==> config.mk <==
export PLATFORM = sky130hd
export DESIGN_NAME = hcsr04_distance_meter
export DESIGN_NICKNAME = d
export VERILOG_FILES = /design/src/rtl/hcsr04_distance_meter.sv
export SDC_FILE = /design/constraint.sdc
export NUM_CORES = 1
export LEC_CHECK = 0
export ABC_AREA = 1
export ABC_CLOCK_PERIOD_IN_PS = 4450
export CAP_MARGIN = 20
export CORE_AREA = 2 2 97 99
export CTS_CLUSTER_DIAMETER = 40
export CTS_CLUSTER_SIZE = 28
export DETAILED_ROUTE_END_ITERATION = 8
export DIE_AREA = 0 0 99 101
export GPL_TIMING_DRIVEN = 0
export PLACE_DENSITY = 0.43
export SKIP_LAST_GASP = 1
export SLEW_MARGIN = 10
export SYNTH_ARGS = -nofsm -noshare
export SYNTH_HDL_FRONTEND = slang
export SYNTH_SLANG_ARGS = --single-unit
==> constraint.sdc <==
create_clock -name clock -period 4.45 [get_ports clock]
set_clock_uncertainty 0.15 [all_clocks]
set_input_delay 1.335 -clock clock [delete_from_list [all_inputs] [get_ports clock]]
set_output_delay 1.335 -clock clock [all_outputs]
set_load 0.05 [all_outputs]
==> src/rtl/hcsr04_distance_meter.sv <==
// HC-SR04 front end: fires the trigger pulse, times the echo and converts the
// echo width to whole centimetres as a saturating 3-digit BCD value.
//
// state         | meaning
// --------------+--------------------------------------------------------
// inicial       | idle, waiting for medir
// preparacao    | clear trigger counter, cycle counter and BCD counter
// envia_trigger | trigger high for TRIGGER_CYCLES cycles
// espera_echo   | waiting for synchronised echo to rise
// medida        | counting echo-high cycles into the BCD counter
// armazenamento | latch BCD counter into the medida register
// final_medida  | one-cycle pronto, then back to idle
module hcsr04_distance_meter #(
   parameter int TRIGGER_CYCLES = 500,
   parameter int CM_CYCLES      = 2941
) (
   input  logic        clock,
   input  logic        reset,
   input  logic        medir_i,
   input  logic        echo_i,
   output logic        trigger_o,
   output logic [11:0] medida_o,
   output logic        pronto_o,
   output logic [2:0]  db_estado_o
);

   localparam int TRIG_W = (TRIGGER_CYCLES > 1) ? $clog2(TRIGGER_CYCLES) : 1;
   localparam int CYC_W  = (CM_CYCLES > 1) ? $clog2(CM_CYCLES) : 1;

   typedef enum logic [2:0] {
      INICIAL       = 3'd0,
      PREPARACAO    = 3'd1,
      ENVIA_TRIGGER = 3'd2,
      ESPERA_ECHO   = 3'd3,
      MEDIDA        = 3'd4,
      ARMAZENAMENTO = 3'd5,
      FINAL_MEDIDA  = 3'd6
   } state_t;

   state_t            state_q, state_d;
   logic              echo_meta_q, echo_s_q;
   logic [TRIG_W-1:0] trig_cnt_q, trig_cnt_d;
   logic [CYC_W-1:0]  cyc_cnt_q, cyc_cnt_d;
   logic [11:0]       bcd_q, bcd_d;
   logic [11:0]       medida_q, medida_d;
   logic              trig_done;
   logic              count_en;

   function automatic logic [11:0] bcd_inc(input logic [11:0] v);
      logic [3:0] u, t, h;
      u = v[3:0];
      t = v[7:4];
      h = v[11:8];
      if (v == 12'h999) begin
         return v;
      end
      if (u == 4'd9) begin
         u = 4'd0;
         if (t == 4'd9) begin
            t = 4'd0;
            h = h + 4'd1;
         end else begin
            t = t + 4'd1;
         end
      end else begin
         u = u + 4'd1;
      end
      return {h, t, u};
   endfunction

   always_ff @(posedge clock or posedge reset) begin
      if (reset) begin
         echo_meta_q <= 1'b0;
         echo_s_q    <= 1'b0;
      end else begin
         echo_meta_q <= echo_i;
         echo_s_q    <= echo_meta_q;
      end
   end

   always_ff @(posedge clock or posedge reset) begin
      if (reset) begin
         state_q <= INICIAL;
      end else begin
         state_q <= state_d;
      end
   end

   assign trig_done = (trig_cnt_q == TRIG_W'(TRIGGER_CYCLES - 1));

   always_comb begin
      state_d = state_q;
      case (state_q)
         INICIAL:       if (medir_i) state_d = PREPARACAO;
         PREPARACAO:    state_d = ENVIA_TRIGGER;
         ENVIA_TRIGGER: if (trig_done) state_d = ESPERA_ECHO;
         ESPERA_ECHO: begin
            if (medir_i)       state_d = PREPARACAO;
            else if (echo_s_q) state_d = MEDIDA;
         end
         MEDIDA: begin
            if (medir_i)        state_d = PREPARACAO;
            else if (!echo_s_q) state_d = ARMAZENAMENTO;
         end
         ARMAZENAMENTO: state_d = FINAL_MEDIDA;
         FINAL_MEDIDA:  state_d = INICIAL;
         default:       state_d = INICIAL;
      endcase
   end

   always_comb begin
      trigger_o   = (state_q == ENVIA_TRIGGER);
      pronto_o    = (state_q == FINAL_MEDIDA);
      db_estado_o = state_q;
      medida_o    = medida_q;
   end

   // The rising cycle seen in espera_echo is counted too, so N is exact.
   assign count_en = echo_s_q && !medir_i &&
                     ((state_q == ESPERA_ECHO) || (state_q == MEDIDA));

   always_comb begin
      trig_cnt_d = trig_cnt_q;
      cyc_cnt_d  = cyc_cnt_q;
      bcd_d      = bcd_q;
      medida_d   = medida_q;
      case (state_q)
         PREPARACAO: begin
            trig_cnt_d = '0;
            cyc_cnt_d  = '0;
            bcd_d      = '0;
         end
         ENVIA_TRIGGER: trig_cnt_d = trig_cnt_q + TRIG_W'(1);
         ARMAZENAMENTO: medida_d = bcd_q;
         default: ;
      endcase
      if (count_en) begin
         if (cyc_cnt_q == CYC_W'(CM_CYCLES - 1)) begin
            cyc_cnt_d = '0;
            bcd_d     = bcd_inc(bcd_q);
         end else begin
            cyc_cnt_d = cyc_cnt_q + CYC_W'(1);
         end
      end
   end

   always_ff @(posedge clock or posedge reset) begin
      if (reset) begin
         trig_cnt_q <= '0;
         cyc_cnt_q  <= '0;
         bcd_q      <= '0;
         medida_q   <= '0;
      end else begin
         trig_cnt_q <= trig_cnt_d;
         cyc_cnt_q  <= cyc_cnt_d;
         bcd_q      <= bcd_d;
         medida_q   <= medida_d;
      end
   end

endmodule
==> impl_metrics.py <==
metrics = {
    "layout": {
        "area_delta_synth_final_pct": 17.2,
        "final_util": 0.355,
        "n_antenna_cell": 0,
        "fillers": 944,
        "layout.area.seq_um2": 1250,
        "fin_nets": 380,
        "multiInputGateArea_um2": 1250,
        "final_layout_size_suffix_gt1_frac": 0.0887,
    },
    "timing": {
        "timing.hold.ws_ns": 0.211,
        "hold_viol": 0,
        "tightestPinTransition_ns": 0.503,
        "setup-tns-final_ns": 0,
        "finalSetupViolCount": 0,
        "max_freq_mhz": 279,
        "slew_violations": 0,
        "period_share": 0.805,
        "finalCriticalPeriod_ns": 3.58,
        "slew_headroom": 0.664,
        "grt_setup_unrepaired": "no",
    },
    "logic_synthesis": {
        "syn_inst": 343,
        "ys_ff_latch": 50,
        "syn_area_um2": 2720,
        "synth.distinct_cells": 33,
        "ys_warn_count": 0,
        "syn_avg_cell_area_um2": 7.93,
        "synth_nets": 352,
        "ys.flop_type": "dfrtp_1",
        "synthArstFlopShare": 1.00,
        "yosysSeqAreaShare": 0.460,
        "synth-edff-count": 0,
    },
    "clocking": {
        "cts_max_level": 2,
        "post-cts-setup-buffers": 0,
        "cts.sinks": 50,
        "clk_pin_slew_ns": 0.09,
        "cts-root-buf": "clkbuf_8",
        "numCtsBuffers": 5,
        "insertion_delay_ns": 0.31,
        "cts_tree": "done",
        "ctsHoldBuffers": 0,
        "clk_path_buf_depth": 2,
        "cts-resized-gates": 0,
    },
    "floorplan": {
        "die_w_um": 99,
        "die_y_um": 101,
        "die-area_um2": 10000,
        "fp-row-count": 35,
        "core_area_um2": 8980,
        "io_pins": 21,
        "start_util": 0.303,
    },
    "drt": {
        "ant_nets": 0,
        "drt-initial-drc-count": 66,
        "dr.pass1.iters": 4,
        "wl_per_cell_um": 12.2,
        "wl_um": 5910,
        "vias": 2270,
        "drc": 0,
        "viasPerCell": 4.70,
    },
    "setup_path": {
        "cp_slowest_stage_delay_ns": 0.82,
        "critPathLaunchType": "register",
        "critPathCaptureType": "primary output",
        "crit_arrival_ns": 2.10,
        "cp_max_fo": 8,
        "timing.rr.end": "cyc_cnt_q[3]",
        "path_class": "register to primary output",
        "ff2ff_setup_slack_ns": 2.68,
        "required_ns": 2.96,
        "cp_cell_sequence": "inv_1, nand3_2, inv_2, clkdlybuf4s50_1",
        "critPathSlowestCell": "clkdlybuf4s50_1",
        "r2r-start": "db_estado_o[2]",
        "r2r_cells": 7,
    },
    "power_and_ir_drop": {
        "p_switching_uw": 478,
        "p_sw_frac": 0.382,
        "ir_drop_mv": 0.281,
        "p_clk_frac": 0.261,
        "p_leak_uw": 0.00146,
        "p_int_uw": 772,
        "power_uw": 1250,
        "seq_power_share": 0.432,
        "cellPowerDensity_nw_per_um2": 392,
        "power_frac_comb": 0.308,
    },
    "status": {
        "outcome": "completed",
    },
    "hold_path": {
        "min_to": "echo_s_q",
        "min_from": "echo_meta_q",
        "min_path_type": "register to register",
        "hold_path_depth": 0,
    },
    "global_routing": {
        "grt_antenna_before_repair": 0,
        "grt_overflow_total": 0,
        "grt_max_degree": 35,
        "grt_pass1_vias": 2201,
        "grt_pass1_wl_um": 10400,
        "grt.total_usage": 0.129,
    },
    "placed_design": {
        "io_buffers": 20,
        "gp_congestion": 0.792,
        "dp_hpwl_um": 4370,
    },
    "flow_run": {
        "maxCapViolations": 0,
    },
}
## synth_stat cells, types with 2 or more instances
master,number,area (um^2)
nand2_1,77,289
dfrtp_1,50,1250
inv_1,47,176
o21ai_0,34,170
nand3_1,33,165
nor2_1,24,90.1
nand4_1,12,75.1
nor3_1,7,35.0
a21oi_1,6,30.0
o22ai_1,6,37.5
xor2_1,6,52.6
ha_1,5,62.6
nand2_2,5,31.3
inv_2,3,11.3
nand3_2,3,30.0
o21ai_1,3,15.0
o21bai_1,3,22.5
buf_4,2,15.0
nor2_2,2,12.5
xnor2_1,2,17.5
## placed cells by master, fill, tap and decap left out
cell,n
a21oi_1,6
a31oi_1,1
buf_12,1
buf_2,1
buf_4,2
bufinv_16,1
clkbuf_1,2
clkbuf_8,5
clkdlybuf4s50_1,20
clkinv_2,1
clkinvlp_4,1
dfrtp_1,50
ha_1,5
inv_1,46
inv_2,4
mux2_2,1
nand2_1,77
nand2_2,5
nand2_4,1
nand3_1,33
nand3_2,3
nand3_4,1
nand3b_1,1
nand4_1,12
nor2_1,24
nor2_2,2
nor2_4,1
nor2_8,1
nor3_1,7
o21ai_0,34
o21ai_1,3
o21ai_2,1
o21ai_4,1
o21bai_1,3
o22ai_1,6
or4_1,1
xnor2_1,2
xor2_1,6
## worst max-delay path: cells and delay by family, from the launching register on
family,cells,cell delay [ns]
buffers and inverters,3,1.12
flip-flops,1,0.49
AND/OR/NAND/NOR,1,0.18
## metrics by stage
step / instances / instance area [um^2] / setup WS, ns
6_report: 483 / 3190 / 0.870
2_1_floorplan: 343 / 2720 / 0.940
3_5_place_dp: 475 / 3080 / 1.20
4_1_cts: 483 / 3190 / 0.851
3_3_place_gp: 474 / 3060 / 0.597
5_1_grt: 483 / 3190 / 0.712
## power groups by stage
stage               registers (uW)  logic, uW  clock network [uW]
finish                         539        385                 325
global placement               550        391                   0
CTS                            540        394                 340
global route                   548        438                 360
detailed placement             549        393                   0
floorplan                      585        233                   0
## how the worst max path moves through the flow
stage / startpoint / endpoint / slack [ns] / cells past startpoint
2_1_floorplan: db_estado_o[1] / pronto_o / 0.94 / 2
3_3_place_gp: reset / medida_o[6] / 0.60 / 2
3_5_place_dp: db_estado_o[0] / trigger_o / 1.20 / 4
4_1_cts: db_estado_o[0] / trigger_o / 0.85 / 4
5_1_grt: db_estado_o[0] / trigger_o / 0.71 / 4
6_report: db_estado_o[0] / trigger_o / 0.87 / 4
## area by class of cell
cell class,count,share of cell area
Sequential cell,50,0.392
Clock inverter,2,0.0118
Inverter,51,0.0604
Multi-Input combinational cell,238,0.393
Buffer,4,0.00745
Clock buffer,6,0.0227
Timing Repair Buffer,21,0.0690
Tap cell,111,0.0435
## registers in the layout, summed over array words and instances (netlist names)
| register | cells |
|---|---|
| medida_o | 12 |
| cyc_cnt_q | 12 |
| trig_cnt_q | 9 |
| db_estado_o | 3 |
| echo_s_q | 1 |
| bcd_q | 12 |
| echo_meta_q | 1 |
## metal layers
metal,vias up,track usage,wire length [um],share of wire
li1,1182,-,-,-
met1,1054,0.169,2890,0.49
met2,28,0.215,2760,0.47
met3,6,0.0257,179,0.030
met4,0,0.0400,79,0.013
met5,-,0,0,0
## logic make-up after synthesis
group,Yosys count,synth area share
compound gates,55,0.113
xor+xnor,8,0.0257
fa+ha+maj,5,0.0230
buf+inv,55,0.0795
flops,50,0.460
mux,1,0.00414
simple gates,169,0.295
No activity file was read; power rests on OpenSTA's default activity.
